## config.mk

```make
export PLATFORM = sky130hd
export DESIGN_NAME = sram_bus_arbiter
export DESIGN_NICKNAME = d
export VERILOG_FILES = /design/src/rtl/sram_bus_arbiter.sv
export SDC_FILE = /design/constraint.sdc
export NUM_CORES = 1
export LEC_CHECK = 0
export ABC_CLOCK_PERIOD_IN_PS = 1900
export BUFFER_PORTS_ARGS = -buffer_cell sky130_fd_sc_hd__buf_2
export CAP_MARGIN = 20
export CORE_AREA = 2 2 750 752
export CTS_CLUSTER_SIZE = 20
export DETAILED_ROUTE_END_ITERATION = 7
export DIE_AREA = 0 0 752 754
export GPL_ROUTABILITY_DRIVEN = 0
export PLACE_DENSITY_LB_ADDON = 0.15
export SYNTH_ARGS = -nofsm -noshare
export SYNTH_HDL_FRONTEND = slang
export SYNTH_SLANG_ARGS = --single-unit
```

## constraint.sdc

```tcl
create_clock -name clk -period 1.9 [get_ports clk]
set_input_delay 0 -clock clk [delete_from_list [all_inputs] [get_ports clk]]
set_output_delay 0 -clock clk [all_outputs]
set_load 0.1 [all_outputs]
```

## src/rtl/sram_bus_arbiter.sv

```systemverilog
// N-master arbiter merging upstream SRAM-style read/write buses onto one downstream bus.
// Reads may be pipelined up to RD_DEPTH deep; an in-order owner FIFO steers responses back.
module sram_bus_arbiter #(
    parameter int N_MST    = 3,
    parameter int ADDR_W   = 32,
    parameter int DATA_W   = 256,
    parameter int TYPE_W   = 6,
    parameter int STRB_W   = 16,
    parameter int RD_DEPTH = 4,
    parameter int ARB_MODE = 0
) (
    input  logic                       clk,
    input  logic                       rst_n,
    input  logic [N_MST-1:0]           r_req,
    input  logic [N_MST*ADDR_W-1:0]    r_addr,
    input  logic [N_MST*TYPE_W-1:0]    r_type,
    output logic [N_MST-1:0]           r_rdy,
    output logic [DATA_W-1:0]          re_data,
    output logic [N_MST-1:0]           re_valid,
    input  logic [N_MST-1:0]           w_req,
    input  logic [N_MST*ADDR_W-1:0]    w_addr,
    input  logic [N_MST*TYPE_W-1:0]    w_type,
    input  logic [N_MST*STRB_W-1:0]    w_strb,
    input  logic [N_MST*DATA_W-1:0]    w_data,
    output logic [N_MST-1:0]           w_rdy,
    output logic                       m_r_req,
    output logic [ADDR_W-1:0]          m_r_addr,
    output logic [TYPE_W-1:0]          m_r_type,
    input  logic                       m_r_rdy,
    input  logic [DATA_W-1:0]          m_re_data,
    input  logic                       m_re_valid,
    output logic                       m_w_req,
    output logic [ADDR_W-1:0]          m_w_addr,
    output logic [TYPE_W-1:0]          m_w_type,
    output logic [STRB_W-1:0]          m_w_strb,
    output logic [DATA_W-1:0]          m_w_data,
    input  logic                       m_w_rdy,
    output logic [$clog2(RD_DEPTH):0]  rd_cnt,
    output logic                       rsp_err
);
    localparam int OWN_W = $clog2(N_MST);
    localparam int CNT_W = $clog2(RD_DEPTH) + 1;
    localparam int PTR_W = (RD_DEPTH > 1) ? $clog2(RD_DEPTH) : 1;

    // Round-robin: first requester at or above ptr, else the lowest requester (wrap).
    function automatic logic [OWN_W-1:0] pick(input logic [N_MST-1:0] req,
                                              input logic [OWN_W-1:0] ptr);
        logic [OWN_W-1:0] hi, lo;
        logic             hi_found, lo_found;
        hi = '0; lo = '0; hi_found = 1'b0; lo_found = 1'b0;
        for (int i = 0; i < N_MST; i++) begin
            if (req[i]) begin
                if (!lo_found) begin
                    lo       = OWN_W'(i);
                    lo_found = 1'b1;
                end
                if (!hi_found && OWN_W'(i) >= ptr) begin
                    hi       = OWN_W'(i);
                    hi_found = 1'b1;
                end
            end
        end
        return (ARB_MODE == 0 && hi_found) ? hi : lo;
    endfunction

    function automatic logic [OWN_W-1:0] next_own(input logic [OWN_W-1:0] g);
        return (g == OWN_W'(N_MST - 1)) ? '0 : g + 1'b1;
    endfunction

    function automatic logic [PTR_W-1:0] next_ptr(input logic [PTR_W-1:0] p);
        return (p == PTR_W'(RD_DEPTH - 1)) ? '0 : p + 1'b1;
    endfunction

    logic [OWN_W-1:0] rd_rr_q, rd_rr_d, wr_rr_q, wr_rr_d;
    logic [PTR_W-1:0] head_q, head_d, tail_q, tail_d;
    logic [CNT_W-1:0] rd_cnt_q, rd_cnt_d;
    logic             rsp_err_q, rsp_err_d;
    logic [OWN_W-1:0] fifo_q [2**PTR_W];

    logic [OWN_W-1:0] rd_gnt, wr_gnt;
    logic             rd_full, rd_acc, rd_pop, wr_acc;

    // NOTE: every signal written here gets a default first, so no path can infer a latch.
    always_comb begin
        rd_gnt   = pick(r_req, rd_rr_q);
        wr_gnt   = pick(w_req, wr_rr_q);
        rd_full  = (rd_cnt_q == CNT_W'(RD_DEPTH));
        m_r_req  = (|r_req) & ~rd_full;
        m_w_req  = |w_req;
        rd_acc   = m_r_req & m_r_rdy;
        wr_acc   = m_w_req & m_w_rdy;
        rd_pop   = m_re_valid & (rd_cnt_q != '0);

        r_rdy    = '0;
        w_rdy    = '0;
        re_valid = '0;
        m_r_addr = '0;
        m_r_type = '0;
        m_w_addr = '0;
        m_w_type = '0;
        m_w_strb = '0;
        m_w_data = '0;
        re_data  = m_re_valid ? m_re_data : '0;

        for (int i = 0; i < N_MST; i++) begin
            if (r_req[i] && rd_gnt == OWN_W'(i)) begin
                r_rdy[i] = m_r_rdy & ~rd_full;
                m_r_addr = r_addr[i*ADDR_W +: ADDR_W];
                m_r_type = r_type[i*TYPE_W +: TYPE_W];
            end
            if (w_req[i] && wr_gnt == OWN_W'(i)) begin
                w_rdy[i] = m_w_rdy;
                m_w_addr = w_addr[i*ADDR_W +: ADDR_W];
                m_w_type = w_type[i*TYPE_W +: TYPE_W];
                m_w_strb = w_strb[i*STRB_W +: STRB_W];
                m_w_data = w_data[i*DATA_W +: DATA_W];
            end
            re_valid[i] = rd_pop && (fifo_q[head_q] == OWN_W'(i));
        end

        rd_rr_d   = (ARB_MODE == 0 && rd_acc) ? next_own(rd_gnt) : rd_rr_q;
        wr_rr_d   = (ARB_MODE == 0 && wr_acc) ? next_own(wr_gnt) : wr_rr_q;
        tail_d    = rd_acc ? next_ptr(tail_q) : tail_q;
        head_d    = rd_pop ? next_ptr(head_q) : head_q;
        rsp_err_d = rsp_err_q | (m_re_valid & (rd_cnt_q == '0));
        case ({rd_acc, rd_pop})
            2'b10:   rd_cnt_d = rd_cnt_q + 1'b1;
            2'b01:   rd_cnt_d = rd_cnt_q - 1'b1;
            default: rd_cnt_d = rd_cnt_q;
        endcase
    end

    // rst_n is active-high here: it is the core-wide reset net, asserted at 1.
    always_ff @(posedge clk or posedge rst_n) begin
        if (rst_n) begin
            rd_rr_q   <= '0;
            wr_rr_q   <= '0;
            head_q    <= '0;
            tail_q    <= '0;
            rd_cnt_q  <= '0;
            rsp_err_q <= 1'b0;
        end else begin
            // NOTE: sequential state uses non-blocking assignments so all flops update together.
            rd_rr_q   <= rd_rr_d;
            wr_rr_q   <= wr_rr_d;
            head_q    <= head_d;
            tail_q    <= tail_d;
            rd_cnt_q  <= rd_cnt_d;
            rsp_err_q <= rsp_err_d;
        end
    end

    // NOTE: the owner storage is not reset; head/tail/count define which entries are valid.
    always_ff @(posedge clk) begin
        if (rd_acc) fifo_q[tail_q] <= rd_gnt;
    end

    assign rd_cnt  = rd_cnt_q;
    assign rsp_err = rsp_err_q;
endmodule

```

[Word level (Yosys, flattened, before mapping)]
Memories as Yosys holds them, arrays and structs flattened.
Index checks and enable logic that the tools add are counted.
Cells by class
  add/subtract/negate cells: 6
  $lt $le $gt $ge: 6
  equal/unequal tests: 11
  multiplexer cells: 66
  bitwise operators: 8
  reduce and logical (&&, ||, !) cells: 25
Operator list (number)
  2-to-1 mux 256 bit: 4
  2-to-1 mux 32 bit: 6
  2-to-1 mux 16 bit: 3
  2-to-1 mux 6 bit: 6
  2-to-1 mux 1 bit: 32
  2-to-1 mux 2 bit: 14
  logical AND 1 bit: 13
  == test 2 bit, second input constant: 6
  adder 2 x 1 -> 2 bit, second input constant: 4
  == test 2 x 1 -> 1 bit, second input constant: 4
  greater-or-equal comparator 1 x 2 -> 1 bit, first input constant: 4
  AND 1 bit: 6
  logical NOT 2 bit: 3
  one-hot mux 3 bit (2 select lines): 1
  OR reduction 3 bit: 2
  greater-or-equal comparator 2 bit, first input constant: 2
  logical NOT 1 bit: 4
  adder 3 x 1 -> 3 bit, second input constant: 1
  == test 3 bit, second input constant: 1
  logical NOT 3 bit: 1
  nonzero test 3 bit: 1
  subtractor 3 x 1 -> 3 bit, second input constant: 1
  nonzero test 2 bit: 1
  inverter 1 bit: 1
  bitwise OR 1 bit: 1
Word-level totals
  bits in registers: 12
  RAM bits: 8
  output and inout port bits: 619
  memories: 1
Memory list
  fifo_q: words 4, bits a word 2, read ports 1, clocked after memory_dff 0, write ports 1, RTL line 78  | logic [OWN_W-1:0] fifo_q [2**PTR_W];

[Logic depth before layout (Yosys ltp)]
  word-level depth: 17
  mapped depth: 10
  gate-level depth less buffers: 10

[Worst setup path after synthesis]
Ideal clock, no wire load.
  path kind: reg-to-output
  start point: reg rd_cnt_q[0] (netlist: rd_cnt[0])
  end point: out r_rdy[0]
  arrival time: 3716 ps
  data required time: 1900 ps
  setup slack: -1816 ps
  cell stages (with the launch flop): 6
  path through: dfrtp_1 -> nor3b_1 -> nand2b_1 -> nor2_1 -> inv_2 -> nor3_1
On the way
  word-level cells in the longest chain between the ends: 4
Ends and longest elaborated chain
  start, declared: RTL line 76  | logic [CNT_W-1:0] rd_cnt_q, rd_cnt_d;
  start signal, assigned: RTL line 148  | rd_cnt_q <= rd_cnt_d;
  == test 3 bit: RTL line 87  | rd_full = (rd_cnt_q == CNT_W'(RD_DEPTH));
  inverter 1 bit: RTL line 107  | r_rdy[i] = m_r_rdy & ~rd_full;
  AND 1 bit: RTL line 107
  2-to-1 mux 1 bit: RTL line 106  | if (r_req[i] && rd_gnt == OWN_W'(i)) begin
  end, declared: RTL line 17  | output logic [N_MST-1:0] r_rdy,
No other way between the ends.

[Final worst setup path]
  start point: reg wr_rr_q[1]
  end point: out m_w_data[204]
On the way
  word-level cells in the longest chain between the ends: 17
Ends and longest elaborated chain
  start, declared: RTL line 74  | logic [OWN_W-1:0] rd_rr_q, rd_rr_d, wr_rr_q, wr_rr_d;
  start signal, assigned: RTL line 145  | wr_rr_q <= wr_rr_d;
  greater-or-equal comparator 1 x 2 -> 1 bit: RTL line 57  | if (!hi_found && OWN_W'(i) >= ptr) begin
  2-to-1 mux 1 bit: RTL line 57
  2-to-1 mux 1 bit: RTL line 52  | if (req[i]) begin
  logical NOT 1 bit: RTL line 57
  logical AND 1 bit: RTL line 57
  2-to-1 mux 1 bit: RTL line 57
  2-to-1 mux 1 bit: RTL line 52
  logical NOT 1 bit: RTL line 57
  logical AND 1 bit: RTL line 57
  2-to-1 mux 2 bit or 2-to-1 mux 1 bit (tied branches): RTL line 57
  2-to-1 mux 2 bit or 2-to-1 mux 1 bit (tied branches): RTL line 52
  2-to-1 mux 2 bit *: RTL line 63  | return (ARB_MODE == 0 && hi_found) ? hi : lo;
  logical NOT 2 bit: RTL line 111  | if (w_req[i] && wr_gnt == OWN_W'(i)) begin
  logical AND 1 bit: RTL line 111
  2-to-1 mux 256 bit (2 in series): RTL line 111
  2-to-1 mux 256 bit *: RTL line 111
  end, declared: RTL line 36  | output logic [DATA_W-1:0] m_w_data,
Mark *: on every way between the ends. The rest lies on a longest branch, timed or not.

==> impl_metrics.json <==
{
  "outcome": "finished with violations",
  "failed_checks": "setup timing",
  "finalCritPeriodShare": 1.42,
  "cts_sinks": 20,
  "critPathTopFamily": "buffers and inverters",
  "chipWidth_um": 752,
  "ir_worst_vdd_mv": 0.523,
  "wl_per_cell_um": 37.4,
  "syn-num-nets": 2607,
  "synthTopCellsByArea": "a22o_1 26%, mux2_2 25%, and2_1 16%",
  "vias_per_cell": 2.23,
  "whs_ns": 0.108,
  "worst-path-stages": 11,
  "design.core.area_mm2": 0.559,
  "clock.fmax_ghz": 0.370,
  "yosys_warnings": 0,
  "required_ns": 1.90,
  "r2r_end": "rd_cnt[2]",
  "r2r_slack_ns": -0.43,
  "maxUsedRoutingLayer": "met5",
  "synth_edf_count": 8,
  "dr_wl_met3_mm": 54.0,
  "cts.clk_slew.worst_paths_ns": 0.10,
  "grt_usage": 0.136,
  "vias": 24692,
  "min_path_type": "in -> reg",
  "path_cells": "nand2b_4, buf_6, a21oi_4, o21ai_4, buf_6, buf_12, buf_16, buf_12, buf_16, mux2_4, buf_12",
  "synthArstFlopShare": 0.600,
  "cts_made_buffers": 3,
  "clockBufferDepth": 2,
  "clock_skew_ns": 0.0194,
  "reg2reg_depth": 11,
  "wl_mm": 415,
  "rows": 275,
  "final_nets": 4691,
  "synth_cells": 1289,
  "tightest_slew_ns": 0.773,
  "hpwl_mm": 385,
  "portBuffers": 1929,
  "h-tree-depth": 1,
  "dpl_worst_slack_ns": -1.12,
  "synth_top_cell_by_area": "a22o_1",
  "startpoint_type": "flop",
  "yosysUniqueCellTypes": 36,
  "area_growth_pct": 331,
  "ys_seq_area_frac": 0.0523,
  "cts_tree": "done",
  "drive_gt1_frac": 0.819,
  "power.leakage_nw": 18.6,
  "maxCapViolCount": 0,
  "r2r-start": "rd_cnt[0]",
  "grt-ovfl-total": 0,
  "first_iter_violations": 1664,
  "worst_path_largest_cell_delay_ns": 0.46,
  "insertion_delay_ns": 0.30,
  "crit_fanout": 7,
  "cp-startpoint": "wr_rr_q[1]",
  "finalMaxSlewViolations": 0,
  "antenna_found_initial": 531,
  "fin_crit_ns": 2.71,
  "fill_cells": 65329,
  "setup_viol": 357,
  "die-area_mm2": 0.567,
  "io_pins": 1930,
  "rsz0062_at_grt": "yes",
  "postRouteAntennaNets": 0,
  "power-per-cell-area_mw_per_mm2": 982,
  "cp.arrival_ns": 2.71,
  "grt_pass1_wl_mm": 459,
  "relSlewSlack": 0.488,
  "fp.dieH_um": 754,
  "crit_slowest_cell": "dfrtp_2",
  "syn_area_mm2": 0.0103,
  "dr.pass1.iters": 5,
  "hold_violations": 0,
  "yosys_most_used_dff": "dfrtp_1",
  "cp_common_cell": "buf_12",
  "post-route-drc-count": 0,
  "synth_top_area_frac": 0.262,
  "worst-path-buf-inv": 7,
  "initial_core_util": 0.0185,
  "critPathKind": "reg -> out",
  "met2WireLength_mm": 196,
  "grt_max_degree": 105,
  "crit_path_end": "m_w_data[204]",
  "avgSynthCellArea_um2": 8.02,
  "ys_ff_latch": 20,
  "worst_setup_path_end_kind": "output port",
  "m1WireLength_mm": 147,
  "cts_root_buf": "clkbuf_16",
  "worst_slack_ns": -0.805,
  "grt_pass1_vias": 24122
}
flip-flops by register name, summed over array words and instances, names as in the netlist:
name / flops
tail_q: 2
head_q: 2
wr_rr_q: 2
rd_rr_q: 2
rsp_err: 1
rd_cnt: 3
fifo_q: 8
cell usage after synthesis (6+ instances only):
cell type	number
dfrtp_1	12
mux2_2	231
buf_2	55
edfxtp_1	8
clkbuf_1	99
and2_1	261
mux2_1	81
a31oi_1	38
a22o_1	310
nand2_1	45
ha_1	6
nor2_1	46
nand4_1	38
inv_1	10
layout by cell type, fill, tap and decap left out, types with 5 or more instances in the layout:
| cell | count |
|---|---|
| a22o_1 | 219 |
| a22o_4 | 90 |
| a31oi_4 | 38 |
| and2_1 | 260 |
| buf_12 | 559 |
| buf_16 | 31 |
| buf_2 | 1368 |
| buf_4 | 175 |
| buf_6 | 44 |
| buf_8 | 30 |
| clkbuf_16 | 29 |
| dfrtp_1 | 5 |
| diode_2 | 226 |
| edfxtp_1 | 8 |
| ha_1 | 5 |
| inv_1 | 9 |
| mux2_2 | 6 |
| mux2_4 | 306 |
| nand2_1 | 45 |
| nand4_1 | 38 |
| nor2_2 | 7 |
| nor2_4 | 37 |
| nor3b_4 | 5 |
worst register-to-register path, stage by stage, from the launching register on:
cell and delay, ns:
dfrtp_4 0.50, nor3b_4 0.35, buf_6 0.17, nand2b_4 0.13, nor2_4 0.05, inv_4 0.09, ha_4 0.14, inv_2 0.04
fa_2 0.37, xor2_2 0.15, nor2_2 0.11, xor2_1 0.15
final cells by class:
type                    count  area, um2  share of cell area
clock buffers               3       75.1             0.00168
well taps                7479       9360               0.210
inverters                  13       51.3             0.00115
multi-input cells        1100      12100               0.272
clock inverters             1       30.0            0.000673
diodes                    226        566              0.0127
flip-flops and latches     20        557              0.0125
repair buffers           2235      21800               0.489
stage by stage:
stage,instance area (um2),utilization,total power [mW],TNS [ns],cells
floorplan,12100,-,21.7,-0.998,1289
global placement,40100,0.0717,40.8,-242.28,10727
detailed placement,40100,0.0717,40.5,-211.92,10727
CTS,41900,0.0750,42.7,-261.17,10784
global route,44300,0.0792,44.9,-248.18,10953
finish,44600,0.0797,43.8,-219.28,11077
metal layers:
metal,GRT usage,vias to the layer above
li1,-,9353
met1,0.144,11733
met2,0.233,2346
met3,0.0749,990
met4,0.0395,270
met5,0,-
worst min-delay path by stage:
stage,endpoint,slack (ns),startpoint,cells after the start
floorplan,head_q[0],-0.14,rst_n,1
global placement,rd_rr_q[1],0.23,rst_n,2
detailed placement,rd_rr_q[1],0.23,rst_n,2
CTS,wr_rr_q[1],0.07,m_w_rdy,3
global route,wr_rr_q[1],0.09,m_w_rdy,3
finish,wr_rr_q[1],0.11,m_w_rdy,3
logic make-up (layout without fill, tap and decap cells):
kind of cell / after synthesis / in the layout / synth area share
other cells: 0 / 226 / 0
flops: 20 / 20 / 0.0523
compound gates: 364 / 364 / 0.296
simple gates: 411 / 411 / 0.226
buf+inv: 169 / 2252 / 0.0683
fa+ha+maj: 7 / 7 / 0.00919
xor+xnor: 3 / 3 / 0.00254
mux: 315 / 315 / 0.345
report_power, final:
part,switching [mW],internal [mW]
sequential,0.162,0.647
combinational,27.3,15.0
clock,0.276,0.422
total,27.7,16.0
timing repair:
item,4_1_cts,5_1_grt
hold endpoints to repair,10,0
pin swaps,83,107
buffers inserted,34,65
gates resized for setup,178,284
hold buffers,1,0
gates cloned,18,31
setup endpoints to repair,376,376
Power figures use the tool's default switching activity.
